--- src/rtl/cam_seq_pkg.sv ---
// Shared types for the camera power-up sequencer.
//   CNT_W           : width of the step/watchdog counter
//   cam_seq_state_t : sequencer state encoding (also exported on seq_state)
package cam_seq_pkg;

  localparam int unsigned CNT_W = 24;

  typedef enum logic [2:0] {
    WAIT_SYS = 3'd0,
    PWDN     = 3'd1,
    RESET    = 3'd2,
    SETTLE   = 3'd3,
    CFG_REQ  = 3'd4,
    CFG_WAIT = 3'd5,
    READY    = 3'd6,
    FAIL     = 3'd7
  } cam_seq_state_t;

endpackage

--- src/rtl/cam_seq_timer.sv ---
// Step timer for the camera sequencer: clearable, enabled up-counter that
// saturates at all-ones and flags when it equals the supplied terminal value.
//   clk_i      : clock
//   rst_n_i    : synchronous active-low reset
//   clr_i      : clear count to zero (priority over enable)
//   en_i       : count enable
//   term_val_i : terminal compare value
//   cnt_o      : current count
//   term_o     : cnt_o == term_val_i
module cam_seq_timer
  import cam_seq_pkg::*;
(
  input  logic             clk_i,
  input  logic             rst_n_i,
  input  logic             clr_i,
  input  logic             en_i,
  input  logic [CNT_W-1:0] term_val_i,
  output logic [CNT_W-1:0] cnt_o,
  output logic             term_o
);

  logic [CNT_W-1:0] cnt_q;

  always_ff @(posedge clk_i) begin
    if (!rst_n_i) begin
      cnt_q <= '0;
    end else if (clr_i) begin
      cnt_q <= '0;
    end else if (en_i && (cnt_q != '1)) begin
      cnt_q <= cnt_q + CNT_W'(1);
    end
  end

  assign cnt_o  = cnt_q;
  assign term_o = (cnt_q == term_val_i);

endmodule

--- src/rtl/cam_power_sequencer.sv ---
// Camera power-up sequencer. After init_done, holds the sensor in power-down,
// then in reset, lets it settle, pulses cfg_start to the register-config block
// and reports seq_ready once cfg_done returns.
// Optional feature macro: CAM_CFG_TIMEOUT_EN enables a cfg_done watchdog with
// MAX_RETRY full re-sequences before entering FAIL (seq_fail=1). Without it
// CFG_WAIT waits indefinitely and seq_fail is constant 0.
// Ports:
//   clk, rst_n (sync, active low), init_done (level, low forces restart),
//   restart (pulse, honoured in READY/FAIL), cfg_done (sampled in CFG_WAIT),
//   cam_pwdn, cam_rst_n, cfg_start (1-cycle pulse), seq_ready, seq_fail,
//   seq_state (debug state encoding). All outputs registered.
module cam_power_sequencer
  import cam_seq_pkg::*;
#(
  parameter logic [CNT_W-1:0] PWDN_CYCLES        = 24'd50000,
  parameter logic [CNT_W-1:0] RST_CYCLES         = 24'd1000000,
  parameter logic [CNT_W-1:0] SETTLE_CYCLES      = 24'd1000000,
  parameter logic [CNT_W-1:0] CFG_TIMEOUT_CYCLES = 24'd5000000,
  parameter int unsigned      MAX_RETRY          = 2
) (
  input  logic       clk,
  input  logic       rst_n,
  input  logic       init_done,
  input  logic       restart,
  input  logic       cfg_done,
  output logic       cam_pwdn,
  output logic       cam_rst_n,
  output logic       cfg_start,
  output logic       seq_ready,
  output logic       seq_fail,
  output logic [2:0] seq_state
);

  if ((PWDN_CYCLES == '0) || (RST_CYCLES == '0) || (SETTLE_CYCLES == '0) ||
      (CFG_TIMEOUT_CYCLES == '0)) begin : g_bad_cycles
    $error("cam_power_sequencer: cycle counts must be >= 1");
  end
  if (MAX_RETRY > 255) begin : g_bad_retry
    $error("cam_power_sequencer: MAX_RETRY must fit the 8-bit retry counter");
  end

  cam_seq_state_t   state_q, state_d;
  logic             cam_pwdn_q, cam_rst_n_q, cfg_start_q, seq_ready_q;
  logic [CNT_W-1:0] term_val;
  logic [CNT_W-1:0] cnt;
  logic             term;
  logic             cnt_en;
  logic             cnt_clr;

`ifdef CAM_CFG_TIMEOUT_EN
  logic [7:0] retry_q;
  logic       seq_fail_q;
`endif

  always_comb begin
    term_val = '0;
    unique case (state_q)
      PWDN:     term_val = PWDN_CYCLES - CNT_W'(1);
      RESET:    term_val = RST_CYCLES - CNT_W'(1);
      SETTLE:   term_val = SETTLE_CYCLES - CNT_W'(1);
      CFG_WAIT: term_val = CFG_TIMEOUT_CYCLES - CNT_W'(1);
      default:  term_val = '0;
    endcase
  end

  always_comb begin
    cnt_en = (state_q == PWDN) || (state_q == RESET) || (state_q == SETTLE);
`ifdef CAM_CFG_TIMEOUT_EN
    cnt_en = cnt_en || (state_q == CFG_WAIT);
`endif
  end

  always_comb begin
    state_d = state_q;
    unique case (state_q)
      WAIT_SYS: if (init_done) state_d = PWDN;
      PWDN:     if (term) state_d = RESET;
      RESET:    if (term) state_d = SETTLE;
      SETTLE:   if (term) state_d = CFG_REQ;
      CFG_REQ:  state_d = CFG_WAIT;
      CFG_WAIT: begin
        if (cfg_done) begin
          state_d = READY;
        end
`ifdef CAM_CFG_TIMEOUT_EN
        else if (term) begin
          state_d = (retry_q < 8'(MAX_RETRY)) ? PWDN : FAIL;
        end
`endif
      end
      READY:    if (restart) state_d = PWDN;
      FAIL:     if (restart) state_d = PWDN;
      default:  state_d = WAIT_SYS;
    endcase
    // Losing init_done aborts everything, including a same-cycle restart/cfg_done.
    if (!init_done) state_d = WAIT_SYS;
  end

  // Every state change restarts the step timer, so each state times from zero.
  assign cnt_clr = (state_d != state_q);

  cam_seq_timer u_timer (
    .clk_i      (clk),
    .rst_n_i    (rst_n),
    .clr_i      (cnt_clr),
    .en_i       (cnt_en),
    .term_val_i (term_val),
    .cnt_o      (cnt),
    .term_o     (term)
  );

  // Outputs are decoded from the next state so they change on the entry edge.
  always_ff @(posedge clk) begin
    if (!rst_n) begin
      state_q     <= WAIT_SYS;
      cam_pwdn_q  <= 1'b1;
      cam_rst_n_q <= 1'b0;
      cfg_start_q <= 1'b0;
      seq_ready_q <= 1'b0;
`ifdef CAM_CFG_TIMEOUT_EN
      seq_fail_q  <= 1'b0;
      retry_q     <= '0;
`endif
    end else begin
      state_q     <= state_d;
      cam_pwdn_q  <= (state_d == WAIT_SYS) || (state_d == PWDN) || (state_d == FAIL);
      cam_rst_n_q <= (state_d == SETTLE) || (state_d == CFG_REQ) ||
                     (state_d == CFG_WAIT) || (state_d == READY);
      cfg_start_q <= (state_d == CFG_REQ);
      seq_ready_q <= (state_d == READY);
`ifdef CAM_CFG_TIMEOUT_EN
      seq_fail_q  <= (state_d == FAIL);
      if ((state_d == WAIT_SYS) || (state_d == READY) ||
          ((state_q == FAIL) && (state_d == PWDN))) begin
        retry_q <= '0;
      end else if ((state_q == CFG_WAIT) && (state_d == PWDN)) begin
        retry_q <= retry_q + 8'd1;
      end
`endif
    end
  end

  assign cam_pwdn  = cam_pwdn_q;
  assign cam_rst_n = cam_rst_n_q;
  assign cfg_start = cfg_start_q;
  assign seq_ready = seq_ready_q;
  assign seq_state = state_q;
`ifdef CAM_CFG_TIMEOUT_EN
  assign seq_fail  = seq_fail_q;
`else
  assign seq_fail  = 1'b0;
`endif

  // The raw count is only consumed through the terminal compare.
  logic unused_cnt;
  assign unused_cnt = ^cnt;

endmodule

--- config.mk ---
export PLATFORM = sky130hd
export DESIGN_NAME = cam_power_sequencer
export DESIGN_NICKNAME = d
export VERILOG_FILES = /design/src/rtl/cam_seq_pkg.sv /design/src/rtl/cam_seq_timer.sv /design/src/rtl/cam_power_sequencer.sv
export SDC_FILE = /design/constraint.sdc
export NUM_CORES = 1
export LEC_CHECK = 0
export BUFFER_PORTS_ARGS = -buffer_cell sky130_fd_sc_hd__buf_2
export CORE_UTILIZATION = 55
export CTS_CLUSTER_SIZE = 12
export DETAILED_ROUTE_END_ITERATION = 10
export GPL_ROUTABILITY_DRIVEN = 0
export PLACE_DENSITY = 0.83
export SYNTH_ARGS = -nofsm -noshare
export SYNTH_HDL_FRONTEND = slang
export SYNTH_SLANG_ARGS = --single-unit
--- constraint.sdc ---
create_clock -name clk -period 2.7 [get_ports clk]
set_input_delay 0.135 -clock clk [delete_from_list [all_inputs] [get_ports clk]]
set_output_delay 0.135 -clock clk [all_outputs]
set_load 0.1 [all_outputs]
==> impl_results.md <==
* Area of the multi-input gates at 1310 um^2
* Clock sinks at 31
* Vias in the first global route at between 1500 and 2000
* CTS max path bufs at 2
* Setup bufs post-CTS at 0
* Initial DRC Count at 133
* Total GRT Usage at 0.251
* Crit path max fanout at 24
* Total grt overflow at 0
* WP data required at 2.86 ns
* Drc violations at 0
* Kind of critical path: flip-flop to flip-flop
* RSZ-0062 raised after global routing: false
* Post-DP HPWL at roughly 3200 um
* Clock buffer count from CTS at 5
* Internal power at about 680 uW
* Synth area leaders: dfxtp_1 (30%), a211oi_2 (12%), xnor2_1 (8.5%), nand2_1 (3.6%), a211oi_1 (3.3%)
* Vias at 1791
* Seq pwr share at 0.483
* Seq cells post-synth at 31
* Psw at 282 uW
* Slew of the pin with the lowest slew margin at 0.535 ns
* N_diodes at 0
* Switching share of power at 0.292
* Post-synth top area cell: dfxtp_1
* Post-synth top cells: dfxtp_1 (31), nand2_1 (20), xnor2_1 (20), a211oi_2 (19), clkbuf_1 (12)
* TritonCTS clock tree: done
* Vias per inst at between 6 and 7
* Clock network power share at 0.376
* Layout cells sized above 1 at 0.253
* Relative slew slack at 0.634
* Routed wire length at 4580 um
* Peak supply drop at 0.000353 V
* Synthesized cell area at 2060 um^2
* Unique cell type count in the Yosys netlist at 56
* Pwr Density at 427 nW/um^2
* Critical Path Start Type: flip-flop
* Ports at 13
* Fillers at 305
* Synth-to-Final Area Change at 9.34%
* Deepest level of the CTS H-tree at 2
* Final nets at roughly 250
* Most frequent cell after synthesis: dfxtp_1
* Largest net degree at the start of global routing at 25
* Fin crit share at 0.871
* Synth Warn # at 0
* Post-synth top area share at 0.301
* Max cap viols at 0
* Crit end category: flip-flop
* Cts hold-fix bufs at 0
* I/O Buffers at 11
* Die X at 63.2 um
* Final setup viols at 0
* Fin Setup TNS at 0 ns
* Die Y at 63.2 um
* Clk_lat worst skew at 0.29 ns
* Maximum clock frequency at 0.425 GHz
* Global-route wire length before repair at just under 8000 um
* Sequential area share after synthesis at 0.301
* Status: completed
* Final Hold Fails at 0
* CP arrival at roughly 2.5 ns
* Worst hold path type: primary input to flip-flop
* Initial antenna violation count at 0
* Core area at 3470 um^2
* First-pass detailed-route iteration total at 4
* Post-synth EDFFs at 0
* Syn avg cell area at approximately 9 um^2
* Design area at 2250 um^2
* Layout Utilization at 0.650
* Placed inst area at 2170 um^2
* Rows at 21
* Post-Syn Nets at around 240
* Comb pwr share at 0.141
* Max-slew violations at 0
* Post-synthesis cell count at 229
* Drt wl/cell at 15.9 um
* Clk root buf: clkbuf_8
* Initial Utilization at 0.595
* Post-cts resize count at 0
* Clk slew on worst S/H paths at 0.07 ns
* Routed Antenna Nets at 0
* DIE AREA at between 3000 and 4000 um^2
* Final min period at 2.35 ns
* Clock Skew at 0.0109 ns
* FFs w/ async S/R, synth at 0
* Register Area at approximately 620 um^2
* Leak at approximately 0.00067 uW
* Most used DFF post-synth: dfxtp_1
==> sequential cells by signal, summed over array words and instances, names as in the netlist <==
| signal | cells |
|---|---|
| u_timer.cnt_o | 24 |
| seq_state | 3 |
| cam_pwdn | 1 |
| cam_rst_n | 1 |
| cfg_start | 1 |
| seq_ready | 1 |
==> worst paths after layout <==
check	slack (ns)	endpoint	cells past startpoint	startpoint
setup / recovery	0.35	u_timer.cnt_o[22]	8	seq_state[2]
hold / removal	0.17	cfg_start	2	rst_n
setup reg to reg	0.35	u_timer.cnt_o[22]	8	seq_state[2]
hold reg to reg	0.59	u_timer.cnt_o[9]	2	u_timer.cnt_o[9]
==> layout make-up <==
| class | count | share of cell area |
|---|---|---|
| Clock buffer | 6 | 0.0322 |
| Clock inverter | 2 | 0.00555 |
| Inverter | 8 | 0.0133 |
| Multi-Input combinational cell | 172 | 0.580 |
| Sequential cell | 31 | 0.277 |
| Tap cell | 46 | 0.0255 |
| Timing Repair Buffer | 22 | 0.0666 |
==> power groups by stage <==
stage | sequential (uW) | clock (uW) | combinational [uW]
after floorplan | 489 | 0 | 94.4
after global placement | 476 | 0 | 132
after detailed placement | 476 | 0 | 134
after CTS | 466 | 360 | 135
after global routing | 466 | 379 | 146
final | 466 | 362 | 136
==> metrics by stage <==
stage / worst slack [ns] / total power (uW) / hold WS [ns] / cells
CTS: 0.321 / 961 / 0.166 / 287
detailed placement: 0.342 / 611 / 0.458 / 279
global placement: 0.412 / 608 / 0.463 / 279
global route: 0.178 / 991 / 0.181 / 287
floorplan: 0.210 / 583 / 0.317 / 229
finish: 0.349 / 964 / 0.169 / 287
==> per-layer routing <==
layer	share of wire	track usage
met4	0.014	0.0795
met3	0.065	0.0543
met1	0.45	0.324
met2	0.47	0.415
met5	0	0
==> kinds of logic (layout without fill, tap and decap cells) <==
family,Yosys count,after routing,share of synthesized area
AND/OR/NAND/NOR,88,88,0.260
AO/OA/AOI/OAI,58,58,0.263
flip-flops,31,31,0.301
buffers and inverters,26,38,0.0649
XOR/XNOR,23,23,0.0977
adder cells (fa/ha/maj),1,1,0.00607
other,1,1,0.00182
multiplexers,1,1,0.00485
==> cell usage in the layout (no fill, tap or decap), types with 3 or more instances in the layout <==
master,synthesis,final
dfxtp_1,31,28
xnor2_1,20,20
nand2_1,20,20
a211oi_2,19,19
nor2_1,11,11
nor3_1,11,11
buf_2,2,11
buf_4,1,10
a211oi_1,9,9
nand3_1,9,9
inv_1,8,8
a21oi_1,6,6
nand4_1,6,6
and4_1,5,5
clkbuf_8,0,5
or3_1,4,4
nand2b_1,3,3
nor4_1,3,3
o21ai_1,3,3
xor2_1,3,3
dfxtp_2,0,3
==> worst max-delay path, stage by stage, from the launching register on <==
cell and delay [ns]:
dfxtp_2 0.44, buf_4 0.24, nand2b_1 0.24, a22oi_1 0.14, nor4_4 0.36, nand4bb_4 0.21, o221ai_4 0.25, buf_12 0.22
a211oi_2 0.08
Note: power is estimated with default switching activity, not from simulation.
